### src/rtl/qpp_ind_gen.sv
// qpp_ind_gen: QPP interleaver index generator; define QPP_ADDR_EN to enable the interleaved-address datapath
module qpp_ind_gen #(
  parameter int IDX_W = 14,
  parameter int K_S = 1056,
  parameter int K_L = 6144,
  parameter int F1_S = 17,
  parameter int F2_S = 66,
  parameter int F1_L = 263,
  parameter int F2_L = 480
) (
  input  logic             clock,
  input  logic             reset,
  input  logic             k,
  input  logic             ready,
  input  logic             hold,
  output logic [IDX_W-1:0] out,
  output logic [IDX_W-1:0] out_int,
  output logic             valid,
  output logic             done
);
  typedef enum logic [1:0] {IDLE, RUN, DONE1, DONE2} state_t;
  localparam logic [IDX_W-1:0] LAST_S = IDX_W'(K_S - 1);
  localparam logic [IDX_W-1:0] LAST_L = IDX_W'(K_L - 1);
  state_t state;
  logic   k_sel;
  logic   last;
  assign last = out == (k_sel ? LAST_L : LAST_S);
  // Block sequencing: start latch, index counter, valid and the two-cycle done flag
  always_ff @(posedge clock or posedge reset) begin
    if (reset) begin
      state <= IDLE;
      k_sel <= 1'b0;
      out   <= '0;
      valid <= 1'b0;
      done  <= 1'b0;
    end else begin
      case (state)
        IDLE: if (ready) begin
          state <= RUN;
          k_sel <= k;
          out   <= '0;
          valid <= 1'b1;
        end
        RUN: if (!hold) begin
          if (last) begin
            state <= DONE1;
            valid <= 1'b0;
            done  <= 1'b1;
          end else out <= out + 1'b1;
        end
        DONE1: state <= DONE2;
        DONE2: begin
          state <= IDLE;
          done  <= 1'b0;
          out   <= '0;
        end
        default: state <= IDLE;
      endcase
    end
  end
`ifdef QPP_ADDR_EN
  localparam logic [IDX_W-1:0] KS  = IDX_W'(K_S);
  localparam logic [IDX_W-1:0] KL  = IDX_W'(K_L);
  localparam logic [IDX_W-1:0] G0S = IDX_W'((F1_S + F2_S) % K_S);
  localparam logic [IDX_W-1:0] G0L = IDX_W'((F1_L + F2_L) % K_L);
  localparam logic [IDX_W-1:0] D0S = IDX_W'((2 * F2_S) % K_S);
  localparam logic [IDX_W-1:0] D0L = IDX_W'((2 * F2_L) % K_L);
  logic [IDX_W-1:0] g, d, kk;
  logic             step;
  assign kk   = k_sel ? KL : KS;
  assign step = state == RUN && !hold && !last;
  function automatic logic [IDX_W-1:0] mod_add(input logic [IDX_W-1:0] a, b, m);
    logic [IDX_W:0] s;
    s = {1'b0, a} + {1'b0, b};
    return (s >= {1'b0, m}) ? IDX_W'(s - {1'b0, m}) : s[IDX_W-1:0];
  endfunction
  // Second-order difference recurrence: pi(i+1) = pi(i) + g, g grows by constant d
  always_ff @(posedge clock or posedge reset) begin
    if (reset) begin
      out_int <= '0;
      g       <= '0;
      d       <= '0;
    end else if (state == IDLE && ready) begin
      out_int <= '0;
      g       <= k ? G0L : G0S;
      d       <= k ? D0L : D0S;
    end else if (step) begin
      out_int <= mod_add(out_int, g, kk);
      g       <= mod_add(g, d, kk);
    end else if (state == DONE2) out_int <= '0;
  end
`else
  assign out_int = out;
`endif
endmodule

### config.mk
export PLATFORM = sky130hd
export DESIGN_NAME = qpp_ind_gen
export DESIGN_NICKNAME = d
export VERILOG_FILES = /design/src/rtl/qpp_ind_gen.sv
export SDC_FILE = /design/constraint.sdc
export NUM_CORES = 1
export LEC_CHECK = 0
export ABC_AREA = 1
export BUFFER_PORTS_ARGS = -buffer_cell sky130_fd_sc_hd__clkbuf_2
export CORE_AREA = 4 4 56 58
export DETAILED_ROUTE_END_ITERATION = 16
export DIE_AREA = 0 0 60 62
export GPL_TIMING_DRIVEN = 0
export PLACE_DENSITY = 0.87
export SYNTH_ARGS = -nofsm -noshare
export SYNTH_HDL_FRONTEND = slang
export SYNTH_SLANG_ARGS = --single-unit
### constraint.sdc
create_clock -name clock -period 3.1 [get_ports clock]
set_clock_uncertainty 0.15 [all_clocks]
set_input_delay 0.31 -clock clock [delete_from_list [all_inputs] [get_ports clock]]
set_output_delay 0.31 -clock clock [all_outputs]
set_load 0.01 [all_outputs]
==> flow_summary.ini, run 1 <==
[worst_setup_path]
path_class = flop to flop
worstSetupStartpoint = state[1]$_DFFE_PP0P_
arrival_ns = 2.02
worst_r2r_startpoint = state[1]$_DFFE_PP0P_
worstPathRequired_ns = 3.13
critPathMaxFanout = 6
end_kind = flop
cp-start-kind = flop

[synth]
avgSynthCellArea_um2 = 7.073
synthTopCellsByArea = dfrtp_1 (34%), nand2_1 (17%), buf_4 (7.5%), nor2_1 (5.6%), ha_1 (5.3%)
synth_area_mm2 = 0.001408
yosysMostFrequentCell = nand2_1
yosys.area.top_type = dfrtp_1
synthDistinctLibCells = 26
yosysTopAreaCellShare = 0.3378
ys_seq_area_frac = 0.3378
synthesis.instances = 199
syn-num-nets = 210
netlist_top_cells_count = nand2_1 (63), nor2_1 (21), inv_1 (20)
yosys_warnings = 0
synth_seq_cells = 19
async_flop_share = 1.000
synth_ff_type = dfrtp_1
synth_edf_count = 0

[route]
vias = 1313
avgRoutedWirePerCell_um = 11.47
drc_errors = 0
drt_iter0_drc = 24
viasPerCell = 4.881
routed_wl_um = 3085
dr.pass1.iters = 4
postRouteAntennaNets = 0

[floorplan]
io_pins = 35
start_util = 0.5287
dieHeight_um = 62
coreArea_mm2 = 0.002663
die_area_mm2 = 0.003720
die_w_um = 60
fp-row-count = 19

[sta]
setup_viol = 0
timing.slew.headroom = 0.5015
timing.final.ws_setup_ns = 1.109
tightest_slew_ns = 0.7470
hold_violations = 0
tns_ns = 0
period_share = 0.6421
period_needed_ns = 1.991
fmax_mhz = 502.4
slew_violations = 0
rsz0062_at_grt = false

[layout]
layout.cells.non_filler = 269
final_core_util = 0.6208
drive_above_1_share = 0.2647
area_growth_pct = 17.42
nets = 250
postLayoutCellArea_mm2 = 0.001653
diodes = 0

[placed_design]
port_buffers = 34
hpwl_um = 2454
gp_congestion = 0.9113
dpl.cell_count = 264
dpl_cell_area_mm2 = 0.001617
post-place-ws_ns = 1.123

[pwr]
p_seq_frac = 0.366
p_comb_frac = 0.495
power_density_mw_per_mm2 = 555.7
ir_drop_v = 0.0005743
p_int_mw = 0.5019
swShare = 0.4535
clkPwrFrac = 0.138
p_switching_mw = 0.4165
power.leakage_nw = 0.8824

[cts]
cts.path.max_buffers = 2
clock_latency_ns = 0.30
root_buffer = clkbuf_4
cts_tree = built
clk_pin_slew_ns = 0.11
cts.sinks = 19
h-tree-depth = 1
numCtsBuffers = 3

[global_route]
first_global_vias = 1239
grt_antenna_before_repair = 0
grt_pass1_wl_um = 5340
grtUsageTotal = 0.1888
grt_max_degree = 20
grt.overflow.total = 0

[worst_hold_path]
worst_hold_path_type = input pin to flop
hp-start = k

[status]
outcome = finished, final reports clean

[flow_run]
maxCapViolations = 0
[worst paths after layout]
kind | cells after the start | slack, ns | end
max | 7 | 1.11 | out[0]$_DFFE_PP0P_
min | 3 | 0.06 | k_sel$_DFFE_PP0P_
max reg2reg | 7 | 1.11 | out[0]$_DFFE_PP0P_
min reg2reg | 2 | 0.35 | valid$_DFFE_PP0P_
max in group asynchronous | 3 | 1.82 | out[6]$_DFFE_PP0P_
min in group asynchronous | 3 | 0.51 | k_sel$_DFFE_PP0P_
[logic make-up (layout without fill, tap and decap cells)]
kind of cell / after synthesis / count (layout) / share of synthesized area
AO/OA/AOI/OAI: 19 / 19 / 0.07733
buffers and inverters: 38 / 77 / 0.1458
flip-flops: 19 / 19 / 0.3378
AND/OR/NAND/NOR: 111 / 111 / 0.3485
XOR/XNOR: 6 / 6 / 0.03733
adder cells (fa/ha/maj): 6 / 6 / 0.05333
[power groups by stage]
stage | registers [mW] | clock network, mW | logic (mW)
floorplan | 0.340 | 0 | 0.330
global placement | 0.339 | 0 | 0.444
detailed placement | 0.342 | 0 | 0.458
CTS | 0.336 | 0.132 | 0.463
global route | 0.345 | 0.142 | 0.521
finish | 0.337 | 0.127 | 0.455
[state kept, by name (all words and copies together), names as in the netlist]
signal	count
valid	1
out	14
state	2
k_sel	1
done	1
[through the flow]
stage	power (mW)	hold WS, ns
after floorplan	0.6699	0.1111
after global placement	0.7827	0.2958
after detailed placement	0.7995	0.3137
after CTS	0.9315	0.05721
after global routing	1.008	0.07782
final	0.9185	0.05930
[timing repair]
| action | 4_1_cts | 5_1_grt |
|---|---|---|
| endpoints found under the hold margin | 19 | 0 |
| resized for setup | 0 | 0 |
| buffers inserted | 0 | 0 |
| setup endpoints to repair | 0 | 0 |
| hold buffers | 1 | 0 |
[layout by cell type, fill, tap and decap left out, types with 2 or more instances in the layout]
cell      Yosys  final
a21oi_1       3      3
buf_2         2      2
buf_4        14     14
clkbuf_2      0     34
clkbuf_4      0      3
dfrtp_1      19     19
ha_1          6      6
inv_1        20     20
nand2_1      63     63
nand2_2       2      2
nand3_1      14     14
nand3b_1      3      3
nor2_1       21     21
nor2_4        2      2
nor3_1        2      2
o21ai_0       9      9
o21ai_1       3      3
xor2_1        6      6
[worst max-delay path, cell delays in order (launching register included)]
cell and delay, ns:
dfrtp_1 0.43, inv_1 0.09, ha_1 0.22, nand2_1 0.09, inv_1 0.06, nor3_2 0.32, a21boi_2 0.39, o21ai_0 0.12
[routing by layer]
metal | part of all wire | GRT usage
met1 | 0.45 | 0.2318
met3 | 0.043 | 0.02893
met4 | 0.018 | 0.08228
met5 | 0 | 0
met2 | 0.49 | 0.3287
[final cells by class]
class	instances	area [µm²]
fillers	258	1010
multi-input cells	142	726.9
flip-flops and latches	19	475.5
repair buffers	35	180.2
plain buffers	18	130.1
inverters	20	75.07
well taps	31	38.79
clock buffers	4	26.28
Note: power is estimated with default switching activity, not from simulation.
==> run 2, diff against run 1 <==
--- a/config.mk
+++ b/config.mk
@@ -5,13 +5,13 @@
 export SDC_FILE = /design/constraint.sdc
 export NUM_CORES = 1
 export LEC_CHECK = 0
-export ABC_AREA = 1
+export ABC_AREA = 0
 export BUFFER_PORTS_ARGS = -buffer_cell sky130_fd_sc_hd__clkbuf_2
 export CORE_AREA = 4 4 56 58
 export DETAILED_ROUTE_END_ITERATION = 16
 export DIE_AREA = 0 0 60 62
 export GPL_TIMING_DRIVEN = 0
-export PLACE_DENSITY = 0.87
+export PLACE_DENSITY = 0.83
 export SYNTH_ARGS = -nofsm -noshare
 export SYNTH_HDL_FRONTEND = slang
 export SYNTH_SLANG_ARGS = --single-unit
==> constraint.sdc (replaced) <==
create_clock -name clock -period 2.1 [get_ports clock]
set_clock_uncertainty 0.15 [all_clocks]
set_input_delay 0.21 -clock clock [delete_from_list [all_inputs] [get_ports clock]]
set_output_delay 0.21 -clock clock [all_outputs]
set_load 0.01 [all_outputs]
==> run 2 against run 1 <==
The flow now finishes with violations (setup timing); die area unchanged; first-iteration DRC count increased to 2.5 times the previous value; final cell count decreased by 13%; final area increased by 9.5%; hold slack improved by 0.075 ns; synthesized area decreased by 5.9%; critical path depth unchanged; global-route usage increased by 0.45 points; routed wire length increased by 16%; flip-flop and latch count unchanged; critical path type unchanged; register-to-register slack got worse by 1.2 ns.
==> flow_summary.ini, run 2 <==
[floorplan]
fp-row-count = 19
die_w_um = 60
start_util = 0.4977
die_area_mm2 = 0.003720
io_pins = 35
dieHeight_um = 62
coreArea_mm2 = 0.002663

[layout]
num-fill-cells = 205
nets = 216
drive_above_1_share = 0.4657
layout_commonest_cell = clkbuf_2
regMostFlops = out
final_cell_mix = clkbuf_2 (35), buf_4 (33), dfrtp_1 (18)
reg_top3 = out: 14 flops, state: 2 flops
diodes = 0
area_growth_pct = 36.54
layout.cells.non_filler = 235
largest_reg_flops = 14

[status]
outcome = finished, violations left
violations = setup timing

[global_route]
grt_pass1_wl_um = 5506
grt_antenna_before_repair = 0
grtUsageTotal = 0.1933
grt.overflow.total = 0
first_global_vias = 1260
grt_max_degree = 20

[worst_setup_path]
end_kind = flop
arrival_ns = 2.25
path_class = flop to flop
critPathMaxFanout = 4
cp-start-kind = flop
worstPathRequired_ns = 2.20

[cts]
clk_pin_slew_ns = 0.11
cts.path.max_buffers = 2
cts.sinks = 19
clock_latency_ns = 0.30
root_buffer = clkbuf_4
numCtsBuffers = 3
h-tree-depth = 1
cts_tree = built

[route]
routed_wl_um = 3578
postRouteAntennaNets = 0
avgRoutedWirePerCell_um = 15.23
dr.pass1.iters = 5
viasPerCell = 5.677
vias = 1334
drt_iter0_drc = 61
drc_errors = 0

[pwr]
swShare = 0.3847
p_switching_mw = 0.5008
power.leakage_nw = 0.8438
power_mw = 1.302
ir_drop_v = 0.0006964
clkPwrFrac = 0.149
p_comb_frac = 0.436
p_seq_frac = 0.416
power_density_mw_per_mm2 = 719.5
p_int_mw = 0.8010

[sta]
period_needed_ns = 2.151
period_share = 1.024
rsz0062_at_grt = true
setup_viol = 4
hold_violations = 0
fmax_mhz = 464.9
tightest_slew_ns = 0.7601
timing.slew.headroom = 0.4927
hold-worst-slack_ns = 0.1338
slew_violations = 0
timing.final.ws_setup_ns = -0.05103

[synth]
avgSynthCellArea_um2 = 9.075
yosys_warnings = 0
synthDistinctLibCells = 47
synthesis.instances = 146
netlist_top_cells_count = dfrtp_1 (19), nand2_1 (15), buf_4 (14)
yosysMostFrequentCell = dfrtp_1
yosysTopAreaCellShare = 0.3588
synth_edf_count = 0
synth_area_mm2 = 0.001325
synthTopCellsByArea = dfrtp_1 (36%), buf_4 (7.9%), ha_1 (5.7%), nand2_1 (4.2%), nand3_1 (3.4%)
async_flop_share = 1.000
ys_seq_area_frac = 0.3588
synth_seq_cells = 19
yosys.area.top_type = dfrtp_1
synth_ff_type = dfrtp_1
syn-num-nets = 157

[placed_design]
port_buffers = 34
dpl.cell_count = 211
hpwl_um = 2315
gp_congestion = 0.8165

[flow_run]
maxCapViolations = 0

[worst_hold_path]
worst_hold_path_type = input pin to flop
[run 2: kinds of logic after synthesis]
| family | after synthesis | share of synthesized area |
|---|---|---|
| buf+inv | 25 | 0.1124 |
| mux | 2 | 0.01700 |
| compound gates | 38 | 0.2125 |
| simple gates | 56 | 0.2427 |
| fa+ha+maj | 6 | 0.05666 |
| flops | 19 | 0.3588 |
[run 2: path summary, 6_finish.rpt]
| check | start | to | slack (ns) | cells after the start |
|---|---|---|---|---|
| min reg2reg | done$_DFFE_PP0P_ | done$_DFFE_PP0P_ | 0.35 | 1 |
| min | ready | valid$_DFFE_PP0P_ | 0.13 | 3 |
| max | state[0]$_DFFE_PP0P_ | out[9]$_DFFE_PP0P_ | -0.05 | 7 |
| max in group asynchronous | reset | out[0]$_DFFE_PP0P_ | 0.87 | 3 |
| min in group asynchronous | reset | out[1]$_DFFE_PP0P_ | 0.41 | 3 |
| max reg2reg | state[0]$_DFFE_PP0P_ | out[9]$_DFFE_PP0P_ | -0.05 | 7 |
[run 2: metrics by stage]
| step | instance area, µm² | setup TNS [ns] | util | setup WS [ns] |
|---|---|---|---|---|
| 2_1_floorplan | 1328 | 0 | - | 0.001239 |
| 4_1_cts | 1699 | -0.006218 | 0.6382 | -0.006218 |
| 3_5_place_dp | 1536 | -1.173 | 0.5771 | -0.1858 |
| 6_report | 1809 | -0.1593 | 0.6795 | -0.05103 |
| 3_3_place_gp | 1536 | -0.4558 | 0.5771 | -0.1088 |
| 5_1_grt | 1809 | -0.5890 | 0.6795 | -0.1286 |
[run 2: power by group through the flow]
stage | clock, mW | combinational, mW | sequential [mW]
final | 0.194 | 0.567 | 0.541
after global placement | 0 | 0.496 | 0.538
after detailed placement | 0 | 0.508 | 0.544
after global routing | 0.214 | 0.624 | 0.558
after floorplan | 0 | 0.303 | 0.557
after CTS | 0.198 | 0.547 | 0.530
[run 2: critical path, stage by stage (launching register included)]
cell	delay [ns]
dfrtp_1	0.41
inv_2	0.08
ha_4	0.16
nor2b_4	0.13
or4b_4	0.54
or2_4	0.25
or3_1	0.30
nand3_1	0.07
[run 2: layer usage]
metal	track usage	share of wire
met2	0.3272	0.50
met4	0.1013	0.017
met1	0.2398	0.41
met5	0	0
met3	0.02686	0.074
[run 2: area by class of cell]
type,instances,area [µm²],share of cell area
Buffer,19,130.1,0.07192
Inverter,5,18.77,0.01037
Multi-Input combinational cell,102,782.0,0.4322
Timing Repair Buffer,55,336.6,0.1860
Clock buffer,4,26.28,0.01452
Sequential cell,19,476.7,0.2635
Tap cell,31,38.79,0.02144
[run 2: what timing repair did]
action                                 in CTS  in global routing
resized for setup                           8                 15
hold buffers                                2                  0
pin swaps                                   7                  7
buffers inserted                           12                  7
endpoints found under the hold margin      20                  0
setup endpoints to repair                  16                 15
